<file path="src/rtl/uart_rx_16x.sv">
// 16x-oversampled UART receiver: two-flop input synchroniser, start-bit
// qualification at mid-start, mid-bit sampling, optional parity, break handling.
module uart_rx_16x #(
    parameter int unsigned DATA_BITS  = 8,
    parameter bit          PARITY_EN  = 1'b0,
    parameter bit          PARITY_ODD = 1'b0
) (
    input  logic                 clk,
    input  logic                 reset_n,
    input  logic                 i_16x_baud_en,
    input  logic                 i_rxd,
    output logic [DATA_BITS-1:0] o_data,
    output logic                 o_valid,
    output logic                 o_frame_err,
    output logic                 o_parity_err,
    output logic                 o_busy
);

    typedef enum logic [2:0] {
        ST_IDLE,
        ST_START,
        ST_DATA,
        ST_PARITY,
        ST_STOP,
        ST_BREAK_WAIT
    } state_e;

    localparam logic [2:0] LAST_BIT  = 3'(DATA_BITS - 1);
    localparam logic [3:0] TICK_MID  = 4'd7;
    localparam logic [3:0] TICK_LAST = 4'd15;

    state_e               state_q, state_d;
    logic [3:0]           tick_q, tick_d;
    logic [2:0]           bit_q, bit_d;
    logic [DATA_BITS-1:0] shift_q, shift_d;
    logic                 par_err_q, par_err_d;
    logic [DATA_BITS-1:0] data_q, data_d;
    logic                 valid_q, valid_d;
    logic                 frame_err_q, frame_err_d;
    logic                 parity_err_q, parity_err_d;
    logic                 sync1_q, rxd_s_q;

    // Synchroniser flops reset to the idle level so a reset never fakes a start edge.
    always_ff @(posedge clk) begin
        if (!reset_n) begin
            sync1_q <= 1'b1;
            rxd_s_q <= 1'b1;
        end else begin
            sync1_q <= i_rxd;
            rxd_s_q <= sync1_q;
        end
    end

    always_ff @(posedge clk) begin
        if (!reset_n) begin
            state_q      <= ST_IDLE;
            tick_q       <= '0;
            bit_q        <= '0;
            shift_q      <= '0;
            par_err_q    <= 1'b0;
            data_q       <= '0;
            valid_q      <= 1'b0;
            frame_err_q  <= 1'b0;
            parity_err_q <= 1'b0;
        end else begin
            state_q      <= state_d;
            tick_q       <= tick_d;
            bit_q        <= bit_d;
            shift_q      <= shift_d;
            par_err_q    <= par_err_d;
            data_q       <= data_d;
            valid_q      <= valid_d;
            frame_err_q  <= frame_err_d;
            parity_err_q <= parity_err_d;
        end
    end

    always_comb begin
        state_d      = state_q;
        tick_d       = tick_q;
        bit_d        = bit_q;
        shift_d      = shift_q;
        par_err_d    = par_err_q;
        data_d       = data_q;
        valid_d      = 1'b0;
        frame_err_d  = frame_err_q;
        parity_err_d = parity_err_q;

        if (i_16x_baud_en) begin
            case (state_q)
                ST_IDLE: begin
                    if (!rxd_s_q) begin
                        state_d = ST_START;
                        tick_d  = '0;
                    end
                end

                ST_START: begin
                    if (tick_q == TICK_MID) begin
                        if (!rxd_s_q) begin
                            state_d   = ST_DATA;
                            tick_d    = '0;
                            bit_d     = '0;
                            par_err_d = 1'b0;
                        end else begin
                            state_d = ST_IDLE;
                        end
                    end else begin
                        tick_d = tick_q + 4'd1;
                    end
                end

                // Counting restarts at mid-start, so tick 15 lands at mid-bit.
                ST_DATA: begin
                    tick_d = tick_q + 4'd1;
                    if (tick_q == TICK_LAST) begin
                        shift_d = {rxd_s_q, shift_q[DATA_BITS-1:1]};
                        bit_d   = bit_q + 3'd1;
                        if (bit_q == LAST_BIT) begin
                            state_d = PARITY_EN ? ST_PARITY : ST_STOP;
                        end
                    end
                end

                ST_PARITY: begin
                    tick_d = tick_q + 4'd1;
                    if (tick_q == TICK_LAST) begin
                        par_err_d = ((^shift_q) ^ rxd_s_q) != PARITY_ODD;
                        state_d   = ST_STOP;
                    end
                end

                ST_STOP: begin
                    tick_d = tick_q + 4'd1;
                    if (tick_q == TICK_LAST) begin
                        data_d       = shift_q;
                        valid_d      = 1'b1;
                        frame_err_d  = ~rxd_s_q;
                        parity_err_d = PARITY_EN ? par_err_q : 1'b0;
                        state_d      = rxd_s_q ? ST_IDLE : ST_BREAK_WAIT;
                    end
                end

                ST_BREAK_WAIT: begin
                    if (rxd_s_q) begin
                        state_d = ST_IDLE;
                    end
                end

                default: state_d = ST_IDLE;
            endcase
        end
    end

    assign o_data       = data_q;
    assign o_valid      = valid_q;
    assign o_frame_err  = frame_err_q;
    assign o_parity_err = parity_err_q;
    assign o_busy       = (state_q != ST_IDLE);

endmodule
</file>
<file path="config.mk">
export PLATFORM = sky130hd
export DESIGN_NAME = uart_rx_16x
export DESIGN_NICKNAME = d
export VERILOG_FILES = /design/src/rtl/uart_rx_16x.sv
export SDC_FILE = /design/constraint.sdc
export NUM_CORES = 1
export LEC_CHECK = 0
export CAP_MARGIN = 10
export CELL_PAD_IN_SITES_DETAIL_PLACEMENT = 1
export CELL_PAD_IN_SITES_GLOBAL_PLACEMENT = 1
export CORE_AREA = 3 3 63 65
export CTS_CLUSTER_SIZE = 20
export DETAILED_ROUTE_END_ITERATION = 6
export DIE_AREA = 0 0 66 68
export GPL_ROUTABILITY_DRIVEN = 0
export MAX_ROUTING_LAYER = met4
export PLACE_DENSITY_LB_ADDON = 0.1
export SETUP_SLACK_MARGIN = 0.2
export SYNTH_ARGS = -nofsm -noshare
export SYNTH_HDL_FRONTEND = slang
export SYNTH_SLANG_ARGS = --single-unit
export TNS_END_PERCENT = 1
</file>
<file path="constraint.sdc">
create_clock -name clk -period 2.3 [get_ports clk]
set_input_delay 0.46 -clock clk [delete_from_list [all_inputs] [get_ports clk]]
set_output_delay 0.46 -clock clk [all_outputs]
set_load 0.05 [all_outputs]
</file>
==> flow_summary.toml <==
[critical_path]
crit_chain = "clkdlybuf4s50_1"
crit_type = "flip-flop to output port"
cp_slowest_cell = "clkdlybuf4s50_1"
cp_num_buf_inv = 1
cp_top_family = "buffers and inverters"
startpoint_type = "flip-flop"
crit_arrival_ns = 1.52
slowest_delay_ns = 0.82
crit_path_end_kind = "output port"
crit_required_ns = 1.84
cp_max_fo = 2

[logic_synthesis]
ys_warn_count = 0
syn_area_um2 = 1426
ys_types = 41
syn_nets = 159
synth_common_cells = "dfxtp_1, mux2i_1, nor2b_1"
yosys.area.top_type = "dfxtp_1"
syn_inst = 152
synth_seq_area_share_pct = 42.11
synth.area.top_cells = "dfxtp_1, mux2i_1, nor2b_1, ha_1, nand2_1"
avgSynthCellArea_um2 = 9.384
ys.flop_type = "dfxtp_1"
synth-seq-cells = 30
yosysMostFrequentCell = "dfxtp_1"
synthDominantCellAreaShare_pct = 42.11
async_reset_ff_share_pct = 0
synth_edf_count = 0

[timing]
worst_slew_pin_slew_ns = 0.5237
setup_violations = 0
post-route-period-util_pct = 85.95
rsz0062_at_grt = "false"
finalClockSkew_ns = 0.009141
whs_ns = 0.4229
finalHoldViolCount = 0
fin_ws_ns = 0.3233
fin_tns_setup_ns = 0
slew_violations = 0
relSlewSlack_pct = 65.04
fin_crit_ns = 1.977
max_freq_ghz = 0.5059

[route]
drt_first_pass_iters = 4
detail_route.vias_per_cell = 5.404
vias = 1151
drt_iter0_drc = 19
drcViolationCount = 0
drtAntennaViolNets = 0
wl_per_cell_um = 14.54
wl_um = 3098

[die]
core_area_um2 = 3390
num_io_pins = 16
row_count = 21
dieArea_um2 = 4488
die_w_um = 66
initial_utilization_pct = 42.08
die_h_um = 68

[placed_design]
portBuffers = 14
pre_cts_ws_ns = 0.2884
hpwl_um = 2207

[power]
power_w = 0.0009329
vdd_drop_max_v = 0.0003658
powerDensity_nw_per_um2 = 562.7
p_leak_nw = 0.5887

[clocking]
clk_pin_slew_ns = 0.10
htreeDepth = 2
cts_sinks = 30
numCtsBuffers = 5
clk_latency_ns = 0.34
cts_hold_buf = 0
cts_tree = "built"
root_buffer = "clkbuf_4"
cts_max_path_buffers = 2

[flow_run]
drv_cap = 0

[finish]
drive_gt1_share_pct = 10.18
register_area_um2 = 600.6
n_fill_cell = 404
n_antenna_cell = 0
area_growth_pct = 16.23
utilization_pct = 48.91
nets = 173
multi_input_area_um2 = 745.7

[min_path]
min_path_type = "flip-flop to flip-flop"

[global_route]
grt_pass1_wl_um = 5575
track_usage_pct = 16.71
overflow = 0
antenna_found_initial = 0
grt_pass1_vias = 1155
grt_max_degree = 19

[run_status]
status = "finished clean"
-- routing by layer --
layer / GRT usage [%] / wire length, µm
met1: 19.72 / 1423
met2: 27.53 / 1494
met3: 4.926 / 137
met4: 5.330 / 43
met5: - / 0
-- registers in the layout, indices dropped and copies added, names as in the netlist --
| signal | cells |
|---|---|
| o_data | 8 |
| shift_q | 8 |
| tick_q | 4 |
| bit_q | 3 |
| state_q | 3 |
| o_frame_err | 1 |
| o_valid | 1 |
| rxd_s_q | 1 |
| sync1_q | 1 |
-- power by group --
part	leakage (nW)	total [W]	switching, W	internal, W
Combinational	0.312	0.0000608	0.0000351	0.0000257
Clock	0.0343	0.000340	0.000193	0.000147
Sequential	0.242	0.000532	0.00000891	0.000523
-- cells by family after synthesis --
logic type               Yosys count  synth area share [%]
AND/OR/NAND/NOR                   59                 23.86
flip-flops                        30                 42.11
AO/OA/AOI/OAI                     24                 12.54
multiplexers                      18                 12.63
buffers and inverters             17                 5.965
adder cells (fa/ha/maj)            3                 2.632
other                              1                0.2629
-- layout by cell type, fill, tap and decap left out, drive strengths merged, types with 2 or more instances in the layout --
cell	n
a21boi	4
a31oi	6
a32o	2
and2	2
buf	5
clkbuf	6
clkdlybuf4s50	13
dfxtp	30
ha	3
inv	6
mux2i	18
nand2	10
nand2b	6
nand3	4
nand4	2
nor2	7
nor2b	16
nor3	3
o21ai	5
-- cell type report --
class	count	share of cell area, %
multi-input cells	105	44.98
inverters	6	1.358
clock inverters	2	0.7547
repair buffers	18	10.11
well taps	46	3.472
clock buffers	6	3.094
flip-flops and latches	30	36.23
-- per-stage QoR --
step / area [µm²] / cells
2_1_floorplan: 1426 / 152
3_3_place_gp: 1589 / 205
3_5_place_dp: 1589 / 205
4_1_cts: 1653 / 213
5_1_grt: 1658 / 213
6_report: 1658 / 213
-- final timing paths --
| path | startpoint | end | slack [ns] | depth (start not counted) |
|---|---|---|---|---|
| max | o_data[3] | o_data[3] | 0.32 | 1 |
| min | sync1_q | rxd_s_q | 0.42 | 1 |
| max reg2reg | state_q[0] | tick_q[1] | 0.48 | 5 |
| min reg2reg | sync1_q | rxd_s_q | 0.42 | 1 |
-- repair_timing --
item                                    in CTS  in global routing
endpoints found under the setup margin       0                  1
gates resized for setup                      0                  1
buffers inserted                             0                  0
Power figures use the tool's default switching activity.
